File: config.mk
export PLATFORM = sky130hd
export DESIGN_NAME = seq_pattern_gen
export DESIGN_NICKNAME = d
export VERILOG_FILES = /design/src/rtl/seq_pattern_gen.sv
export SDC_FILE = /design/constraint.sdc
export NUM_CORES = 1
export LEC_CHECK = 0
export BUFFER_PORTS_ARGS = -buffer_cell sky130_fd_sc_hd__buf_2
export CORE_MARGIN = 4
export CORE_UTILIZATION = 59
export DETAILED_ROUTE_END_ITERATION = 8
export PLACE_DENSITY_LB_ADDON = 0.25
export SYNTH_ARGS = -nofsm -noshare
export SYNTH_HDL_FRONTEND = slang
export SYNTH_SLANG_ARGS = --single-unit
File: constraint.sdc
create_clock -name clk -period 4.6 [get_ports clk]
set_input_delay 0.92 -clock clk [delete_from_list [all_inputs] [get_ports clk]]
set_output_delay 0.92 -clock clk [all_outputs]
set_load 0.02 [all_outputs]
File: src/rtl/seq_pattern_gen.sv
// Serial frame transmitter: preamble, MSB-first payload, then an idle-zero gap.
// Serial state advances only on bit_en edges; payload acceptance ignores bit_en.
module seq_pattern_gen #(
  parameter int unsigned DATA_W            = 8,
  parameter int unsigned PRE_W             = 4,
  parameter logic [PRE_W-1:0] PREAMBLE     = PRE_W'(4'b1010),
  parameter int unsigned GAP_LEN           = 2,
  parameter int unsigned CNT_W             = 8
) (
  input  logic              clk,
  input  logic              rst,
  input  logic              bit_en,
  input  logic              in_valid,
  input  logic [DATA_W-1:0] in_data,
  output logic              in_ready,
  output logic              sout,
  output logic              sout_valid,
  output logic              busy,
  output logic              frame_done,
  output logic [CNT_W-1:0]  frame_cnt
);

  localparam int unsigned MAX_W = (PRE_W > DATA_W) ? PRE_W : DATA_W;
  localparam int unsigned IDX_W = (MAX_W > 1) ? $clog2(MAX_W) : 1;
  localparam int unsigned GAP_W = (GAP_LEN > 0) ? $clog2(GAP_LEN + 1) : 1;

  typedef enum logic [1:0] {IDLE, PRE, DATA, GAP} state_t;

  state_t            state_q, state_d;
  logic [PRE_W-1:0]  pre_q, pre_d;
  logic [DATA_W-1:0] shreg_q, shreg_d;
  logic [IDX_W-1:0]  idx_q, idx_d;
  logic [GAP_W-1:0]  gap_q, gap_d;
  logic              sout_d, sout_valid_d, frame_done_d;
  logic [CNT_W-1:0]  frame_cnt_d;

  assign in_ready = (state_q == IDLE);
  assign busy     = ~in_ready;

  // State and datapath registers; reset aborts any frame in flight.
  always_ff @(posedge clk) begin
    if (rst) begin
      state_q    <= IDLE;
      pre_q      <= '0;
      shreg_q    <= '0;
      idx_q      <= '0;
      gap_q      <= '0;
      sout       <= 1'b0;
      sout_valid <= 1'b0;
      frame_done <= 1'b0;
      frame_cnt  <= '0;
    end else begin
      state_q    <= state_d;
      pre_q      <= pre_d;
      shreg_q    <= shreg_d;
      idx_q      <= idx_d;
      gap_q      <= gap_d;
      sout       <= sout_d;
      sout_valid <= sout_valid_d;
      frame_done <= frame_done_d;
      frame_cnt  <= frame_cnt_d;
    end
  end

  // Next-state and next-output logic; everything holds unless bit_en (or an accept).
  always_comb begin
    state_d      = state_q;
    pre_d        = pre_q;
    shreg_d      = shreg_q;
    idx_d        = idx_q;
    gap_d        = gap_q;
    sout_d       = sout;
    sout_valid_d = sout_valid;
    frame_done_d = 1'b0;
    frame_cnt_d  = frame_cnt;
    unique case (state_q)
      IDLE: begin
        sout_d       = 1'b0;
        sout_valid_d = 1'b0;
        if (in_valid && in_ready) begin
          state_d = PRE;
          pre_d   = PREAMBLE;
          shreg_d = in_data;
          idx_d   = '0;
        end
      end
      PRE: begin
        if (bit_en) begin
          sout_d       = pre_q[PRE_W-1];
          sout_valid_d = 1'b1;
          pre_d        = pre_q << 1;
          if (idx_q == IDX_W'(PRE_W - 1)) begin
            state_d = DATA;
            idx_d   = '0;
          end else begin
            idx_d = idx_q + IDX_W'(1);
          end
        end
      end
      DATA: begin
        if (bit_en) begin
          sout_d       = shreg_q[DATA_W-1];
          sout_valid_d = 1'b1;
          shreg_d      = shreg_q << 1;
          if (idx_q == IDX_W'(DATA_W - 1)) begin
            state_d = GAP;
            idx_d   = '0;
            gap_d   = GAP_W'(GAP_LEN);
          end else begin
            idx_d = idx_q + IDX_W'(1);
          end
        end
      end
      GAP: begin
        if (bit_en) begin
          sout_d       = 1'b0;
          sout_valid_d = 1'b0;
          if (gap_q == '0) begin
            state_d      = IDLE;
            frame_done_d = 1'b1;
            frame_cnt_d  = frame_cnt + CNT_W'(1);
          end else begin
            gap_d = gap_q - GAP_W'(1);
          end
        end
      end
      default: state_d = IDLE;
    endcase
  end

endmodule

==> metrics.txt, run 1 <==
# TYPE chip_impl_metric gauge
chip_impl_metric{name="peakVddDrop",unit="V"} 0.000325
chip_impl_metric{name="remaining_max_slew_budget_at_the_tightest_pin",unit="%"} 59.4
chip_impl_metric{name="finalSetupViolCount",unit=""} 0
chip_impl_metric{name="finalCoreUtilization",unit="%"} 68.6
chip_impl_info{name="mostFrequentLayoutCell",value="dfxtp_1"} 1
chip_impl_info{name="worstReg2RegStart",value="state_q[0]"} 1
chip_impl_metric{name="placeableCoreArea",unit="sq um"} 2500
chip_impl_metric{name="synth_compound_gate_area_share",unit="%"} 17.7
chip_impl_metric{name="use_met3",unit="%"} 6.75
chip_impl_metric{name="drt_drc_violations_left",unit=""} 0
chip_impl_metric{name="num_antenna_cells",unit=""} 0
chip_impl_metric{name="final.fill_count",unit=""} 206
chip_impl_info{name="dominantRegCellSynth",value="dfxtp_1"} 1
chip_impl_metric{name="detail_route.first_pass.iterations",unit=""} 4
chip_impl_metric{name="insertion_delay",unit="ns"} 0.33
chip_impl_metric{name="finish.instance_area",unit="sq um"} 1720
chip_impl_metric{name="syn_avg_cell_area",unit="sq um"} 9.00
chip_impl_metric{name="yosys_warnings",unit=""} 0
chip_impl_metric{name="max_slew.worst_pin.slew",unit="ns"} 0.607
chip_impl_metric{name="maximum_single_stage_delay_on_the_critical_path",unit="ns"} 0.43
chip_impl_info{name="cp_slowest_cell",value="dfxtp_1"} 1
chip_impl_metric{name="synthesized_netlist_net_count",unit=""} 196
chip_impl_info{name="cpLargestDelayFamily",value="flip-flops"} 1
chip_impl_metric{name="placed_area",unit="sq um"} 1660
chip_impl_metric{name="timing.critical_path.depth",unit=""} 4
chip_impl_metric{name="critPathMaxFanout",unit=""} 6
chip_impl_metric{name="ys_ff_latch",unit=""} 29
chip_impl_metric{name="post_synth_inst_count",unit=""} 172
chip_impl_info{name="most-common-layout-cells",value="dfxtp_1 (29), buf_2 (24), nor2_1 (19)"} 1
chip_impl_info{name="critical_path_class",value="reg -> out"} 1
chip_impl_metric{name="rows",unit=""} 18
chip_impl_metric{name="grt_usage",unit="%"} 19.4
chip_impl_metric{name="cts-hold-fix-buffers",unit=""} 0
chip_impl_metric{name="synth-async-reset-ratio",unit="%"} 0
chip_impl_metric{name="synthesis_to_finish_area_growth",unit="%"} 10.8
chip_impl_metric{name="synth_largest_type_area_fraction",unit="%"} 37.5
chip_impl_metric{name="route.vias.total",unit=""} 1276
chip_impl_info{name="hold_class",value="reg -> reg"} 1
chip_impl_info{name="grt_setup_unrepaired",value="false"} 1
chip_impl_metric{name="antenna_violations_before_repair",unit=""} 0
chip_impl_metric{name="first_global_vias",unit=""} 1237
chip_impl_metric{name="h-tree-depth",unit=""} 2
chip_impl_info{name="post-synth-top-area-cell",value="dfxtp_1"} 1
chip_impl_info{name="critPathLaunch",value="state_q[0]"} 1
chip_impl_metric{name="tritoncts_num_sinks",unit=""} 29
chip_impl_metric{name="post_synth_and_or_nand_nor_area_fraction",unit="%"} 20.4
chip_impl_metric{name="dp_hpwl",unit="mm"} 2.17
chip_impl_info{name="crit_path_frequent_cell",value="inv_1"} 1
chip_impl_metric{name="worstPathBufferInverterCount",unit=""} 3
chip_impl_info{name="timing.critical_path.from_type",value="flop"} 1
chip_impl_metric{name="grt_start_max_net_pins",unit=""} 32
chip_impl_metric{name="seq_area_frac_synth",unit="%"} 37.5
chip_impl_info{name="grt_busiest_layer",value="met2"} 1
chip_impl_metric{name="die_height",unit="um"} 59.2
chip_impl_metric{name="placement.io_buffers",unit=""} 24
chip_impl_info{name="crit_chain",value="inv_1 > ha_1 > inv_1 > buf_2"} 1
chip_impl_info{name="outcome",value="finished clean"} 1
chip_impl_metric{name="synth_adder_area_share",unit="%"} 9.70
chip_impl_metric{name="timing.setup.tns",unit="ns"} 0
chip_impl_metric{name="cell_area_power_density",unit="nW/um^2"} 517
chip_impl_metric{name="post_route_clock_skew",unit="ns"} 0.00427
chip_impl_metric{name="cap_viol_max_count",unit=""} 0
chip_impl_metric{name="initialDrtViolationCount",unit=""} 35
chip_impl_metric{name="proportion_of_layout_cells_with_a_drive_suffix_above_1",unit="%"} 20.4
chip_impl_info{name="cp-end-kind",value="output pin"} 1
chip_impl_metric{name="post_synth_num_cell_types",unit=""} 40
chip_impl_metric{name="period_minus_slack",unit="ns"} 2.40
chip_impl_metric{name="ant_nets",unit=""} 0
chip_impl_metric{name="wirelength",unit="mm"} 3.02
chip_impl_metric{name="grt_use_met1",unit="%"} 21.1
chip_impl_metric{name="period_share",unit="%"} 52.1
chip_impl_info{name="cts_root_buffer",value="clkbuf_4"} 1
chip_impl_metric{name="cellLeakagePower",unit="nW"} 0.711
chip_impl_metric{name="grt_pass1_wl",unit="mm"} 5.09
chip_impl_info{name="critical_path.reg2reg.endpoint",value="shreg_q[5]"} 1
chip_impl_metric{name="hold_fails_final_rpt",unit=""} 0
chip_impl_metric{name="synth_xor_xnor_area_share",unit="%"} 3.40
chip_impl_metric{name="max_clock_freq",unit="MHz"} 417
chip_impl_metric{name="placed_cells",unit=""} 218
chip_impl_metric{name="post_cts_resized",unit=""} 0
chip_impl_metric{name="detail_route.vias_per_cell",unit=""} 5.65
chip_impl_metric{name="place_congestion",unit=""} 0.807
chip_impl_info{name="ys_top_cells_by_area",value="dfxtp_1 (38%), ha_1 (9.7%), mux2i_1 (6.5%)"} 1
chip_impl_metric{name="r2r_setup_slack",unit="ns"} 2.47
chip_impl_metric{name="grtUsageMet2",unit="%"} 32.4
chip_impl_metric{name="grt-ovfl-total",unit=""} 0
chip_impl_metric{name="ios",unit=""} 25
chip_impl_metric{name="die_width",unit="um"} 59.2
chip_impl_metric{name="area_of_the_mapped_netlist",unit="sq um"} 1550
chip_impl_metric{name="ff2ff_path_depth",unit=""} 6
chip_impl_metric{name="number_of_post_cts_setup_repair_buffers",unit=""} 0
chip_impl_metric{name="synth-edff-count",unit=""} 0
chip_impl_metric{name="layoutNonFillerInstCount",unit=""} 226
chip_impl_metric{name="synth.area.mux_share",unit="%"} 6.47
chip_impl_metric{name="dieArea",unit="sq um"} 3510
chip_impl_metric{name="num-nets-final",unit=""} 219
chip_impl_metric{name="tritoncts.num_buffers",unit=""} 5
chip_impl_metric{name="worst_ep_required_time",unit="ns"} 3.68
chip_impl_metric{name="arrival",unit="ns"} 1.48
chip_impl_metric{name="drv_slew",unit=""} 0
chip_impl_info{name="dominant_combinational_cell_family_by_area_after_synthesis",value="simple AND/OR/NAND/NOR gates"} 1
chip_impl_info{name="worst_setup_path_endpoint",value="busy"} 1
chip_impl_info{name="cts_tree",value="done"} 1
chip_impl_metric{name="cts_buffer_depth",unit=""} 2
chip_impl_metric{name="clk_transition_reported_paths",unit="ns"} 0.09
chip_impl_metric{name="routed_length_per_instance",unit="um"} 13.4
chip_impl_metric{name="start_util",unit="%"} 61.9
logic make-up (layout without fill, tap and decap cells):
logic type | after synthesis | count (layout)
xor gates and xnor gates | 6 | 6
buffers and inverters | 17 | 41
AOI/OAI and AO/OA | 36 | 36
DFF | 29 | 29
and+or+nand+nor | 62 | 62
adders and majority gates | 12 | 12
muxes | 10 | 10
metrics by stage:
step | setup WS, ns | hold slack (ns) | total power [mW]
after global routing | 2.09 | 0.508 | 0.951
after CTS | 2.19 | 0.466 | 0.895
after detailed placement | 2.33 | 0.453 | 0.747
final | 2.20 | 0.461 | 0.888
after global placement | 2.44 | 0.439 | 0.725
after floorplan | 2.67 | 0.440 | 0.675
sequential cells by signal, summed over array words and instances, names as in the netlist:
name and count:
gap_q 2, state_q 2, pre_q 3, shreg_q 8, sout 1, sout_valid 1
idx_q 3, frame_cnt 8, frame_done 1
per-layer routing:
layer  vias up  part of all wire, %  wire length [um]
met5         -                    0                 0
met4         0                  2.5                75
met3         5                  4.5               135
met2        22                   48              1470
met1       601                   44              1340
li1        648                    -                 -
worst min-delay path: stages (launching register included):
cell     delay [ns]
dfxtp_1        0.32
nand2_1        0.05
a21oi_1        0.05
synthesized netlist by cell type (all sizes together), types with 2 or more instances:
master  instances
dfxtp          29
nor2           20
nand2          15
ha             12
a21oi          11
mux2i          10
a211oi          9
inv             9
nand2b          6
buf             4
clkbuf          4
nand4           4
nor3            4
o211ai          4
o21ai           3
xnor2           3
xor2            3
and3            2
nand3           2
o21a            2
o21bai          2
or3             2
report_power, final:
group	leakage (nW)	internal [mW]	switching (mW)
clock network	0.0320	0.0580	0.0903
logic	0.442	0.160	0.232
registers	0.237	0.309	0.0386
total	0.711	0.527	0.361
how the worst min path moves through the flow:
stage / slack, ns / startpoint / depth (start not counted) / to
after global routing: 0.51 / shreg_q[0] / 2 / shreg_q[0]
after CTS: 0.47 / sout / 2 / sout
after global placement: 0.44 / sout / 2 / sout
final: 0.46 / sout / 2 / sout
after floorplan: 0.44 / gap_q[1] / 1 / gap_q[1]
after detailed placement: 0.45 / sout / 2 / sout
final cells by class:
type	count	area [sq um]	area share, %
Inverter	9	33.8	1.97
Sequential cell	29	581	33.8
Multi-Input combinational cell	126	892	52.0
Clock buffer	6	41.3	2.41
Tap cell	30	37.5	2.19
Timing Repair Buffer	24	120	7.00
Clock inverter	2	10.0	0.584
(Power assumes the default switching activity.)
==> run 2: changes to the inputs <==
CORE_UTILIZATION = 55   (was 59)
clock period = 2.4 ns   (was 4.6 ns; I/O delays follow)
==> metrics.txt, run 2 (synthesis gave the netlist of run 1 again) <==
# TYPE chip_impl_metric gauge
chip_impl_info{name="worst_setup_path_endpoint",value="shreg_q[5]"} 1
chip_impl_metric{name="clock_power_share",unit="%"} 22.4
chip_impl_metric{name="grt_usage",unit="%"} 18.2
chip_impl_metric{name="cts-hold-fix-buffers",unit=""} 0
chip_impl_metric{name="place_congestion",unit=""} 0.825
chip_impl_metric{name="ant_nets",unit=""} 0
chip_impl_metric{name="first_global_vias",unit=""} 1228
chip_impl_metric{name="placeableCoreArea",unit="sq um"} 2590
chip_impl_metric{name="cts_buffer_depth",unit=""} 2
chip_impl_metric{name="insertion_delay",unit="ns"} 0.32
chip_impl_info{name="cts_tree",value="done"} 1
chip_impl_metric{name="dp_hpwl",unit="mm"} 2.22
chip_impl_metric{name="start_util",unit="%"} 59.8
chip_impl_info{name="cts_root_buffer",value="clkbuf_4"} 1
chip_impl_info{name="outcome",value="finished clean"} 1
chip_impl_metric{name="tritoncts.num_buffers",unit=""} 5
chip_impl_info{name="timing.critical_path.from_type",value="flop"} 1
chip_impl_metric{name="placed_cells",unit=""} 219
chip_impl_metric{name="grt-ovfl-total",unit=""} 0
chip_impl_metric{name="wirelength",unit="mm"} 3.03
chip_impl_info{name="most-common-layout-cells",value="dfxtp_1 (29), buf_2 (24), nor2_1 (19)"} 1
chip_impl_metric{name="timing.setup.tns",unit="ns"} 0
chip_impl_metric{name="arrival",unit="ns"} 2.28
chip_impl_info{name="worstReg2RegStart",value="state_q[1]"} 1
chip_impl_metric{name="r2r_setup_slack",unit="ns"} 0.35
chip_impl_metric{name="period_minus_slack",unit="ns"} 2.05
chip_impl_metric{name="clk_transition_reported_paths",unit="ns"} 0.09
chip_impl_metric{name="h-tree-depth",unit=""} 2
chip_impl_metric{name="placed_area",unit="sq um"} 1670
chip_impl_metric{name="remaining_max_slew_budget_at_the_tightest_pin",unit="%"} 59.0
chip_impl_metric{name="placement.io_buffers",unit=""} 24
chip_impl_metric{name="drt_drc_violations_left",unit=""} 0
chip_impl_info{name="largest_registers",value="frame_cnt: 8 flops, shreg_q: 8 flops"} 1
chip_impl_metric{name="die_height",unit="um"} 61.0
chip_impl_metric{name="num_antenna_cells",unit=""} 0
chip_impl_metric{name="finish.instance_area",unit="sq um"} 1760
chip_impl_metric{name="proportion_of_layout_cells_with_a_drive_suffix_above_1",unit="%"} 20.8
chip_impl_metric{name="drv_slew",unit=""} 0
chip_impl_metric{name="initialDrtViolationCount",unit=""} 56
chip_impl_metric{name="post_route_clock_skew",unit="ns"} 0.00928
chip_impl_metric{name="ios",unit=""} 25
chip_impl_metric{name="max_clock_freq",unit="MHz"} 487
chip_impl_info{name="grt_setup_unrepaired",value="false"} 1
chip_impl_metric{name="cell_area_power_density",unit="nW/um^2"} 1050
chip_impl_metric{name="rows",unit=""} 18
chip_impl_metric{name="final.setup.worst_slack",unit="ns"} 0.348
chip_impl_metric{name="layoutNonFillerInstCount",unit=""} 227
chip_impl_metric{name="worst_ep_required_time",unit="ns"} 2.63
chip_impl_metric{name="detail_route.first_pass.iterations",unit=""} 4
chip_impl_metric{name="grt_start_max_net_pins",unit=""} 32
chip_impl_info{name="cp-end-kind",value="flop"} 1
chip_impl_metric{name="cap_viol_max_count",unit=""} 0
chip_impl_metric{name="finalCoreUtilization",unit="%"} 67.8
chip_impl_metric{name="cellLeakagePower",unit="nW"} 0.730
chip_impl_metric{name="route.vias.total",unit=""} 1277
chip_impl_metric{name="tritoncts_num_sinks",unit=""} 29
chip_impl_metric{name="power.combinational.fraction",unit="%"} 41.4
chip_impl_metric{name="antenna_violations_before_repair",unit=""} 0
chip_impl_metric{name="detail_route.vias_per_cell",unit=""} 5.63
chip_impl_metric{name="pre_cts_slack",unit="ns"} 0.357
chip_impl_metric{name="cellInternalPower",unit="mW"} 1.15
chip_impl_metric{name="num-nets-final",unit=""} 220
chip_impl_metric{name="critPathMaxFanout",unit=""} 16
chip_impl_metric{name="report.power.total",unit="mW"} 1.84
chip_impl_metric{name="number_of_post_cts_setup_repair_buffers",unit=""} 0
chip_impl_metric{name="ff2ff_path_depth",unit=""} 6
chip_impl_info{name="mostFrequentLayoutCell",value="dfxtp_1"} 1
chip_impl_metric{name="synthesis_to_finish_area_growth",unit="%"} 13.5
chip_impl_metric{name="switching_share",unit="%"} 37.4
chip_impl_metric{name="post_cts_resized",unit=""} 0
chip_impl_metric{name="netSwitchingPower",unit="mW"} 0.690
chip_impl_metric{name="dieArea",unit="sq um"} 3730
chip_impl_metric{name="period_share",unit="%"} 85.5
chip_impl_metric{name="peakVddDrop",unit="V"} 0.000835
chip_impl_info{name="critPathLaunch",value="state_q[1]"} 1
chip_impl_metric{name="die_width",unit="um"} 61.0
chip_impl_metric{name="finalSetupViolCount",unit=""} 0
chip_impl_metric{name="hold_fails_final_rpt",unit=""} 0
chip_impl_metric{name="max_slew.worst_pin.slew",unit="ns"} 0.613
chip_impl_metric{name="grt_pass1_wl",unit="mm"} 5.14
chip_impl_metric{name="whs",unit="ns"} 0.439
chip_impl_metric{name="routed_length_per_instance",unit="um"} 13.4
chip_impl_info{name="hold_class",value="in -> reg"} 1
chip_impl_info{name="critical_path.reg2reg.endpoint",value="shreg_q[5]"} 1
chip_impl_info{name="critical_path_class",value="reg -> reg"} 1
chip_impl_metric{name="seq_power_share",unit="%"} 36.2
-- run 2: cell types whose count changed in the layout (fill, tap and decap cells not counted), sizes merged --
cell    change
clkbuf      +1
bufinv      +1
buf         +1
clkinv      -2
-- run 2: power by group through the flow --
| stage | logic (mW) | clock network [mW] | registers, mW |
|---|---|---|---|
| 6_report | 0.763 | 0.413 | 0.667 |
| 5_1_grt | 0.848 | 0.446 | 0.679 |
| 4_1_cts | 0.768 | 0.418 | 0.664 |
| 3_5_place_dp | 0.764 | 0 | 0.677 |
| 3_3_place_gp | 0.734 | 0 | 0.667 |
| 2_1_floorplan | 0.631 | 0 | 0.664 |
-- run 2: how the worst min path moves through the flow --
stage               startpoint         end  slack [ns]  cells past startpoint
detailed placement    gap_q[1]    gap_q[1]        0.46                      1
global route        in_data[0]  shreg_q[0]        0.44                      3
floorplan             gap_q[1]    gap_q[1]        0.44                      1
CTS                 in_data[0]  shreg_q[0]        0.43                      3
finish              in_data[0]  shreg_q[0]        0.44                      3
global placement      gap_q[1]    gap_q[1]        0.45                      1
-- run 2: area by class of cell --
cell class	instances	area, sq um
clock buffers	7	55.1
clock inverters	1	30.0
fillers	216	833
inverters	9	33.8
multi-input cells	126	892
flip-flops and latches	29	581
well taps	30	37.5
repair buffers	25	128
-- run 2: critical path, cell delays in order (launching register included) --
cell	delay [ns]
dfxtp_1	0.45
inv_1	0.12
ha_1	0.28
and2b_4	0.22
a211oi_4	0.55
nor2_1	0.11
a211oi_1	0.24
-- run 2: routing by layer --
layer  track usage [%]  part of all wire (%)
met1              22.1                    46
met2              30.8                    47
met3              4.40                   5.1
met4              7.43                   1.3
met5                 0                     0
